--- config.mk ---
export PLATFORM = sky130hd
export DESIGN_NAME = eth_vlg_tx_arb
export DESIGN_NICKNAME = d
export VERILOG_FILES = /design/src/rtl/eth_vlg_pkg.sv /design/src/rtl/eth_vlg_tx_arb_sel.sv /design/src/rtl/eth_vlg_tx_arb.sv
export SDC_FILE = /design/constraint.sdc
export NUM_CORES = 1
export LEC_CHECK = 0
export BUFFER_PORTS_ARGS = -buffer_cell sky130_fd_sc_hd__clkbuf_2
export CAP_MARGIN = 20
export CORE_MARGIN = 2
export CORE_UTILIZATION = 43
export CTS_BUF_LIST = sky130_fd_sc_hd__clkbuf_16
export DETAILED_ROUTE_END_ITERATION = 6
export PLACE_DENSITY_LB_ADDON = 0.12
export SLEW_MARGIN = 25
export SYNTH_ARGS = -nofsm -noshare
export SYNTH_HDL_FRONTEND = slang
export SYNTH_SLANG_ARGS = --single-unit
--- constraint.sdc ---
create_clock -name clk -period 3.9 [get_ports clk]
set_clock_uncertainty 0.1 [all_clocks]
set_input_delay 0.585 -clock clk [delete_from_list [all_inputs] [get_ports clk]]
set_output_delay 0.585 -clock clk [all_outputs]
set_load 0.05 [all_outputs]
--- src/rtl/eth_vlg_pkg.sv ---
// Shared types for the Ethernet TX path: arbiter source ids, FSM states, header layout.
// No logic; imported by the TX arbiter and its selector.
package eth_vlg_pkg;

  typedef enum logic {
    ARP  = 1'b0,
    IPV4 = 1'b1
  } tx_arb_src_t;

  typedef enum logic [1:0] {
    IDLE   = 2'd0,
    OFFER  = 2'd1,
    STREAM = 2'd2
  } tx_arb_fsm_t;

  // 14-byte on-wire Ethernet header width
  localparam int ETH_HDR_W = 112;

  // Frame descriptor carried from a source to the MAC
  typedef struct packed {
    logic [47:0] dst_mac;
    logic [15:0] etyp;
    logic [15:0] len;
  } tx_hdr_t;

  function automatic logic [1:0] src_onehot(input tx_arb_src_t s);
    return (s == ARP) ? 2'b01 : 2'b10;
  endfunction

endpackage

--- src/rtl/eth_vlg_tx_arb_sel.sv ---
// Combinational two-way selector: a lone request wins, a tie goes to the source not granted last.
// Zero latency; no backpressure (pure function of its inputs).
// Backpressure: none.
module eth_vlg_tx_arb_sel
  import eth_vlg_pkg::*;
(
  input  logic arp_req,
  input  logic ipv4_req,
  input  logic last_ipv4,
  output logic sel_vld,
  output logic sel_ipv4
);

  always_comb begin
    sel_vld  = arp_req | ipv4_req;
    sel_ipv4 = ipv4_req;
    if (arp_req && ipv4_req) begin
      sel_ipv4 = ~last_ipv4;
    end
  end

endmodule

--- src/rtl/eth_vlg_tx_arb.sv ---
// Frame arbiter ARP/IPv4 -> MAC; ETH_TX_ARB_ARP_PRIO_EN gives ARP strict priority on ties.
// Latency: header on out_* 1 cycle after rdy sampled; payload bytes delayed 1 cycle.
// Backpressure: frame held in OFFER until out_acc; a source idle for GAP_TMO cycles is aborted.
module eth_vlg_tx_arb
  import eth_vlg_pkg::*;
#(
  parameter int GAP_TMO    = 16,
  parameter bit VERBOSE    = 1'b0,
  parameter     DUT_STRING = ""
) (
  input  logic        clk,
  input  logic        rst,

  input  logic        arp_rdy,
  input  logic [15:0] arp_len,
  input  logic [47:0] arp_dst_mac,
  input  logic [15:0] arp_etyp,
  output logic        arp_acc,
  input  logic [7:0]  arp_dat,
  input  logic        arp_val,
  output logic        arp_done,

  input  logic        ipv4_rdy,
  input  logic [15:0] ipv4_len,
  input  logic [47:0] ipv4_dst_mac,
  input  logic [15:0] ipv4_etyp,
  output logic        ipv4_acc,
  input  logic [7:0]  ipv4_dat,
  input  logic        ipv4_val,
  output logic        ipv4_done,

  output logic        out_rdy,
  output logic [15:0] out_len,
  output logic [47:0] out_dst_mac,
  output logic [15:0] out_etyp,
  input  logic        out_acc,
  output logic [7:0]  out_dat,
  output logic        out_val,
  output logic        out_done,
  output logic        out_err,
  output logic [1:0]  gnt
);

  localparam logic [7:0] GAP_LIM = 8'(GAP_TMO);

  tx_arb_fsm_t state_q, state_d;
  tx_hdr_t     hdr_q, hdr_d;
  logic [1:0]  gnt_q, gnt_d;
  logic [1:0]  acc_q, acc_d;
  logic [1:0]  done_q, done_d;
  logic        out_rdy_q, out_rdy_d;
  logic [7:0]  out_dat_q, out_dat_d;
  logic        out_val_q, out_val_d;
  logic        out_done_q, out_done_d;
  logic        out_err_q, out_err_d;
  logic [15:0] cnt_q, cnt_d;
  logic [7:0]  idle_q, idle_d;

  tx_hdr_t     arp_hdr, ipv4_hdr, sel_hdr;
  tx_arb_src_t sel_src;
  logic        sel_vld, sel_ipv4, last_ipv4, take;
  logic        src_val;
  logic [7:0]  src_dat;

  assign arp_hdr  = {arp_dst_mac, arp_etyp, arp_len};
  assign ipv4_hdr = {ipv4_dst_mac, ipv4_etyp, ipv4_len};

  eth_vlg_tx_arb_sel u_sel (
    .arp_req   (arp_rdy),
    .ipv4_req  (ipv4_rdy),
    .last_ipv4 (last_ipv4),
    .sel_vld   (sel_vld),
    .sel_ipv4  (sel_ipv4)
  );

  assign sel_src = tx_arb_src_t'(sel_ipv4);
  assign sel_hdr = (sel_src == ARP) ? arp_hdr : ipv4_hdr;
  // While a done pulse is out, the finishing source has not yet dropped rdy; do not re-grant it.
  assign take    = (state_q == IDLE) && sel_vld && !(|done_q);

  assign src_val = (gnt_q[0] & arp_val) | (gnt_q[1] & ipv4_val);
  assign src_dat = gnt_q[1] ? ipv4_dat : arp_dat;

`ifdef ETH_TX_ARB_ARP_PRIO_EN
  assign last_ipv4 = 1'b1;
`else
  logic ptr_q, ptr_d;

  always_comb begin
    ptr_d = ptr_q;
    if (take) begin
      ptr_d = sel_ipv4;
    end
  end

  always_ff @(posedge clk or posedge rst) begin
    if (rst) ptr_q <= 1'b1;
    else     ptr_q <= ptr_d;
  end

  assign last_ipv4 = ptr_q;
`endif

  always_comb begin
    state_d    = state_q;
    hdr_d      = hdr_q;
    gnt_d      = gnt_q;
    out_rdy_d  = out_rdy_q;
    out_dat_d  = out_dat_q;
    cnt_d      = cnt_q;
    idle_d     = idle_q;
    acc_d      = 2'b00;
    done_d     = 2'b00;
    out_val_d  = 1'b0;
    out_done_d = 1'b0;
    out_err_d  = 1'b0;

    case (state_q)
      IDLE: begin
        if (take) begin
          if (sel_hdr.len == 16'd0) begin
            acc_d  = src_onehot(sel_src);
            done_d = src_onehot(sel_src);
          end else begin
            hdr_d     = sel_hdr;
            gnt_d     = src_onehot(sel_src);
            out_rdy_d = 1'b1;
            state_d   = OFFER;
          end
        end
      end

      OFFER: begin
        if (out_acc) begin
          out_rdy_d = 1'b0;
          acc_d     = gnt_q;
          cnt_d     = 16'd0;
          idle_d    = 8'd0;
          state_d   = STREAM;
        end
      end

      STREAM: begin
        out_dat_d = src_dat;
        if (src_val) begin
          out_val_d = 1'b1;
          idle_d    = 8'd0;
          cnt_d     = cnt_q + 16'd1;
          if (cnt_q == hdr_q.len - 16'd1) begin
            out_done_d = 1'b1;
            done_d     = gnt_q;
            gnt_d      = 2'b00;
            state_d    = IDLE;
          end
        end else begin
          idle_d = idle_q + 8'd1;
          if (idle_d == GAP_LIM) begin
            out_err_d = 1'b1;
            done_d    = gnt_q;
            gnt_d     = 2'b00;
            state_d   = IDLE;
          end
        end
      end

      default: state_d = IDLE;
    endcase
  end

  always_ff @(posedge clk or posedge rst) begin
    if (rst) begin
      state_q    <= IDLE;
      hdr_q      <= '0;
      gnt_q      <= 2'b00;
      acc_q      <= 2'b00;
      done_q     <= 2'b00;
      out_rdy_q  <= 1'b0;
      out_dat_q  <= 8'd0;
      out_val_q  <= 1'b0;
      out_done_q <= 1'b0;
      out_err_q  <= 1'b0;
      cnt_q      <= 16'd0;
      idle_q     <= 8'd0;
    end else begin
      state_q    <= state_d;
      hdr_q      <= hdr_d;
      gnt_q      <= gnt_d;
      acc_q      <= acc_d;
      done_q     <= done_d;
      out_rdy_q  <= out_rdy_d;
      out_dat_q  <= out_dat_d;
      out_val_q  <= out_val_d;
      out_done_q <= out_done_d;
      out_err_q  <= out_err_d;
      cnt_q      <= cnt_d;
      idle_q     <= idle_d;
    end
  end

  assign arp_acc     = acc_q[0];
  assign ipv4_acc    = acc_q[1];
  assign arp_done    = done_q[0];
  assign ipv4_done   = done_q[1];
  assign out_rdy     = out_rdy_q;
  assign out_len     = hdr_q.len;
  assign out_dst_mac = hdr_q.dst_mac;
  assign out_etyp    = hdr_q.etyp;
  assign out_dat     = out_dat_q;
  assign out_val     = out_val_q;
  assign out_done    = out_done_q;
  assign out_err     = out_err_q;
  assign gnt         = gnt_q;

endmodule

# After elaboration in Yosys (flattened, before gate mapping)
# Cells that the tools add are included.
classes:
  addsub: 3
  n_eq_ne: 10
  mux: 40
  bitwise: 6
  reduce_logical: 16
op_table:
  columns: ["operator", "n"]
  rows:
  - ["$mux W80", 1]
  - ["$mux W16", 2]
  - ["$pmux W16 S2", 1]
  - ["$mux W2", 15]
  - ["$mux W8", 3]
  - ["$add A16 B1 Y16 const B", 1]
  - ["$eq A16 B16 Y1", 1]
  - ["$logic_not A16 Y1", 1]
  - ["$pmux W8 S2", 1]
  - ["$sub A16 B1 Y16 const B", 1]
  - ["$mux W1", 12]
  - ["$pmux W2 S2", 3]
  - ["$reduce_and A5 Y1", 2]
  - ["$add A8 B1 Y8 const B", 1]
  - ["$eq A8 B5 Y1 const B", 1]
  - ["$ne A2 B2 Y1 const B", 4]
  - ["$ne A3 B3 Y1 const B", 2]
  - ["$pmux W2 S3", 1]
  - ["$reduce_and A3 Y1", 2]
  - ["$reduce_bool A2 Y1", 3]
  - ["$reduce_and A4 Y1", 1]
  - ["$logic_and A1 B1 Y1", 3]
  - ["$and A1 B1 Y1", 2]
  - ["$eq A2 B1 Y1 const B", 1]
  - ["other kinds (8)", 10]
totals:
  regBits: 125
  output_inout_bits: 98
  word_cells: 90

# Logic depth before layout (Yosys ltp)
logic_depth:
  word_depth: 7
  depth_mapped: 9

# By module
# From an unflattened synthesis, not the netlist that was laid out.
hier_totals:
  hier_cells: 663
  hier_area_um2: 6508.7
modules_own_cells:
  columns: ["mod", "n_inst", "cells_each", "area_each_um2", "seq_area_each_um2"]
  rows:
  - ["eth_vlg_tx_arb", 1, 661, 6495.0, 3129.3]
  - ["eth_vlg_tx_arb_sel", 1, 2, 13.8, 0.0]

# Least setup slack after synthesis
# Ideal clock, no wire load.
synth_path:
  path_type: "register to register"
  startpoint: "reg hdr_q (netlist bit out_len[5])"
  endpoint: "reg done_q[0]"
  t_arrival_ns: 2.451
  required_time_ns: 3.735
  path_slack_ns: 1.284
  path_stages_with_launch: 9
  path_buffers: 1
  cell_sequence: "dfrtp_1 clkbuf_1 nor4_2 nand2_1 or4_1 a22oi_1 nand4_1 o22ai_2 a21o_1"
synth_between:
  elab_chain_cells: 5
synth_rtl:
  columns: ["element", "line", "rtl"]
  rows:
  - ["start: declaration", "eth_vlg_tx_arb.sv:47", "tx_hdr_t hdr_q, hdr_d;"]
  - ["start signal: assignment", "eth_vlg_tx_arb.sv:186", "hdr_q <= hdr_d;"]
  - ["$sub A16 B1 Y16", "eth_vlg_tx_arb.sv:149", "if (cnt_q == hdr_q.len - 16'd1) begin"]
  - ["$eq A16 B16 Y1", "eth_vlg_tx_arb.sv:149", null]
  - ["$mux W2", "eth_vlg_tx_arb.sv:149", null]
  - ["$mux W2", "eth_vlg_tx_arb.sv:145", "if (src_val) begin"]
  - ["$pmux W2 S2", "eth_vlg_tx_arb.sv:118", "case (state_q)"]
  - ["via done_d[0]", "eth_vlg_tx_arb.sv:50", "logic [1:0] done_q, done_d;"]
  - ["end signal: assignment", "eth_vlg_tx_arb.sv:189", "done_q <= done_d;"]
  - ["end: declaration", "eth_vlg_tx_arb.sv:50", null]
# The timed path passes the listed nets, and every way through them passes these cells.
# A chain may end at the register's enable or synchronous reset.

# Worst setup path in the final report
layout_path:
  startpoint: "reg hdr_q (netlist bit out_len[0])"
  endpoint: "reg done_q[0]"
# Same word-level chain as after synthesis.

==> metrics.cfg <==
[grt]
antenna_found_initial = 0
grt_pass1_vias = 5800
overflow = 0
gr-usage-all-layers = 0.2336
grt_max_degree = 96
grt_pass1_wl_mm = 29.24

[layout]
fill_cells = 1335
n_antenna_cell = 0
nNetsFinal = 1110
mostFrequentLayoutCells = clkbuf_2, dfrtp_1, nor2_1, mux2i_1, a21oi_1
final_common_cell = clkbuf_2
area_growth_pct = 32.47
final_cells = 1118
drive_gt1_frac = 0.3437

[yosys]
yosysUniqueCellTypes = 55
ys_seq_area_frac = 0.4886
synth_edf_count = 0
synth_cells = 655
synthFlopType = dfrtp_1
synth_area_sq_mm = 0.006405
syn-num-nets = 842
synthArstFlopShare = 1.000
postSynthAreaPerCell_sq_um = 9.778
synth-seq-cells = 125
yosysWarnings = 0

[detailed_routing]
firstDrtPassIters = 5
drtIter0Drc = 328
ant_nets = 0
vias = 5755
routed_via_density = 5.148
drc = 0
wl_mm = 18.13
wl_per_cell_um = 16.21

[pwr]
leakage_nw = 4.138
design_power_total_mw = 7.463
switching_share = 0.5133
irDropWorstVdd_v = 0.0004822
p_int_mw = 3.632
share_clk_of_total_power = 0.185
p_switching_mw = 3.830
powerDensity_mw_per_mm2 = 879.6
power_frac_seq = 0.306
p_comb_frac = 0.509

[clock_network]
ctsLongestPathBuffers = 2
cts_max_level = 4
hold_buffers = 0
post_cts_resized = 0
clk_latency_ps = 410
clockRootBuffer = clkbuf_16
clk_pin_slew_ps = 50
cts_tree = built
cts_inserted_buffers = 17
clock-sinks = 125
post-cts-setup-buffers = 0

[sta]
rsz0062_at_grt = no
min_period_ps = 2869
setup_viol = 0
setup_tns_ps = 0
fin_worst_hold_slack_ps = 211.5
relSlewSlack = 0.3808
hold_viol_final = 0
max_freq_ghz = 0.3485
worst-slew-pin-transition_ps = 926.8
post-route-period-util = 0.7357
drv_slew = 0

[outcome]
status = finished clean

[place]
globalplace.congestion = 0.9353
hpwl_mm = 14.03
io_buffers = 280
dpl.cell_count = 1088

[worst_setup_path]
worstReg2RegStart = out_len[0]
crit_path_end_kind = flop
worst_ep_arrival_time_ps = 3110
r2r_cells = 9
crit_start = out_len[0]
crit_required_ps = 4140
start_kind = flop
crit_path_max_fanout = 8
critPathKind = flop to flop

[floorplanning]
start_util = 0.4407
row_count = 44
chipHeight_um = 126.0
dieWidth_um = 126.0
die-area_sq_mm = 0.01589
ios = 281
core_sq_mm = 0.01453

[flow_run]
maxCapViolations = 0

[min_path]
hp-class = input pin to asynchronous set/reset pin

-- power groups by stage --
stage | Combinational (mW) | Clock (mW) | Sequential, mW
after detailed placement | 3.83 | 0 | 2.29
after global routing | 4.06 | 1.47 | 2.37
after global placement | 3.80 | 0 | 2.27
final | 3.80 | 1.38 | 2.28
after CTS | 3.84 | 1.40 | 2.29
after floorplan | 1.33 | 0 | 3.79
-- through the flow --
stage               cell area (sq um)  setup slack [ps]    util
finish                           8484              1031  0.5838
global route                     8484             786.0  0.5838
CTS                              8484              1067  0.5838
detailed placement               7973              1078  0.5486
global placement                 7973              1264  0.5486
floorplan                        6409              1284       -
-- Yosys cell counts (all sizes together), types with 2 or more instances --
| library cell | count | area [sq um] |
|---|---|---|
| nor4 | 14 | 100.1 |
| a22oi | 2 | 15.01 |
| nor4b | 3 | 41.29 |
| or3 | 2 | 12.51 |
| inv | 6 | 22.52 |
| xor2 | 18 | 157.7 |
| o21ai | 24 | 120.1 |
| ha | 4 | 50.05 |
| nor3 | 10 | 50.05 |
| nand4 | 7 | 43.79 |
| a21o | 5 | 37.54 |
| nand3 | 12 | 60.06 |
| a211oi | 2 | 20.02 |
| clkbuf | 23 | 86.33 |
| nand2b | 4 | 25.02 |
| xnor2 | 17 | 148.9 |
| and3 | 7 | 43.79 |
| mux2i | 89 | 890.9 |
| o31ai | 4 | 30.03 |
| dfrtp | 124 | 3103 |
| buf | 13 | 75.07 |
| a22o | 2 | 17.52 |
| o22ai | 2 | 18.77 |
| and2 | 3 | 18.77 |
| nand2 | 28 | 105.1 |
| or4 | 4 | 33.78 |
| nor2 | 115 | 431.7 |
| nor3b | 2 | 15.01 |
| and4 | 2 | 17.52 |
| a21oi | 88 | 440.4 |
| nand3b | 3 | 22.52 |
-- metal layers --
metal,wire length [um],part of all wire,track usage
met5,0,0,0
met4,401,0.022,0.08791
met3,837,0.046,0.04630
met2,9614,0.53,0.4130
met1,7274,0.40,0.2818
-- final timing paths --
check	slack (ps)	end
max in group asynchronous	2550	last_ipv4
min	210	out_dst_mac[16]
max reg2reg	1030	done_q[0]
max	1030	done_q[0]
min in group clk	300	last_ipv4
min reg2reg	380	out_rdy
-- worst max-delay path, stage by stage (launching register included) --
cell,delay [ps]
dfrtp_1,450
inv_1,90
ha_1,200
nor3b_1,770
nand4_1,210
xnor2_1,190
nor3_1,200
nand4_1,240
o22ai_2,210
a21o_1,150
-- flip-flops by register name, summed over array words and instances, names as in the netlist --
register / count
acc_q: 2
cnt_q: 16
done_q: 2
gnt: 2
idle_q: 8
last_ipv4: 1
out_dat: 8
out_done: 1
out_dst_mac: 48
out_err: 1
out_etyp: 16
out_len: 16
out_rdy: 1
out_val: 1
state_q: 2
-- layout make-up --
class                   instances  area (sq um)  share of cell area
clock buffers                  17         425.4             0.05014
clock inverters                13         86.33             0.01018
inverters                       7         30.03            0.003539
multi-input cells             487          3107              0.3662
flip-flops and latches        125          3129              0.3688
well taps                     184         230.2             0.02713
repair buffers                285          1476              0.1740
-- logic make-up after synthesis --
kind of cell / synth area share
xor+xnor: 0.04786
buf+inv: 0.02930
compound gates: 0.1231
fa+ha+maj: 0.007814
simple gates: 0.1643
flops: 0.4886
mux: 0.1391
(Power assumes the default switching activity.)
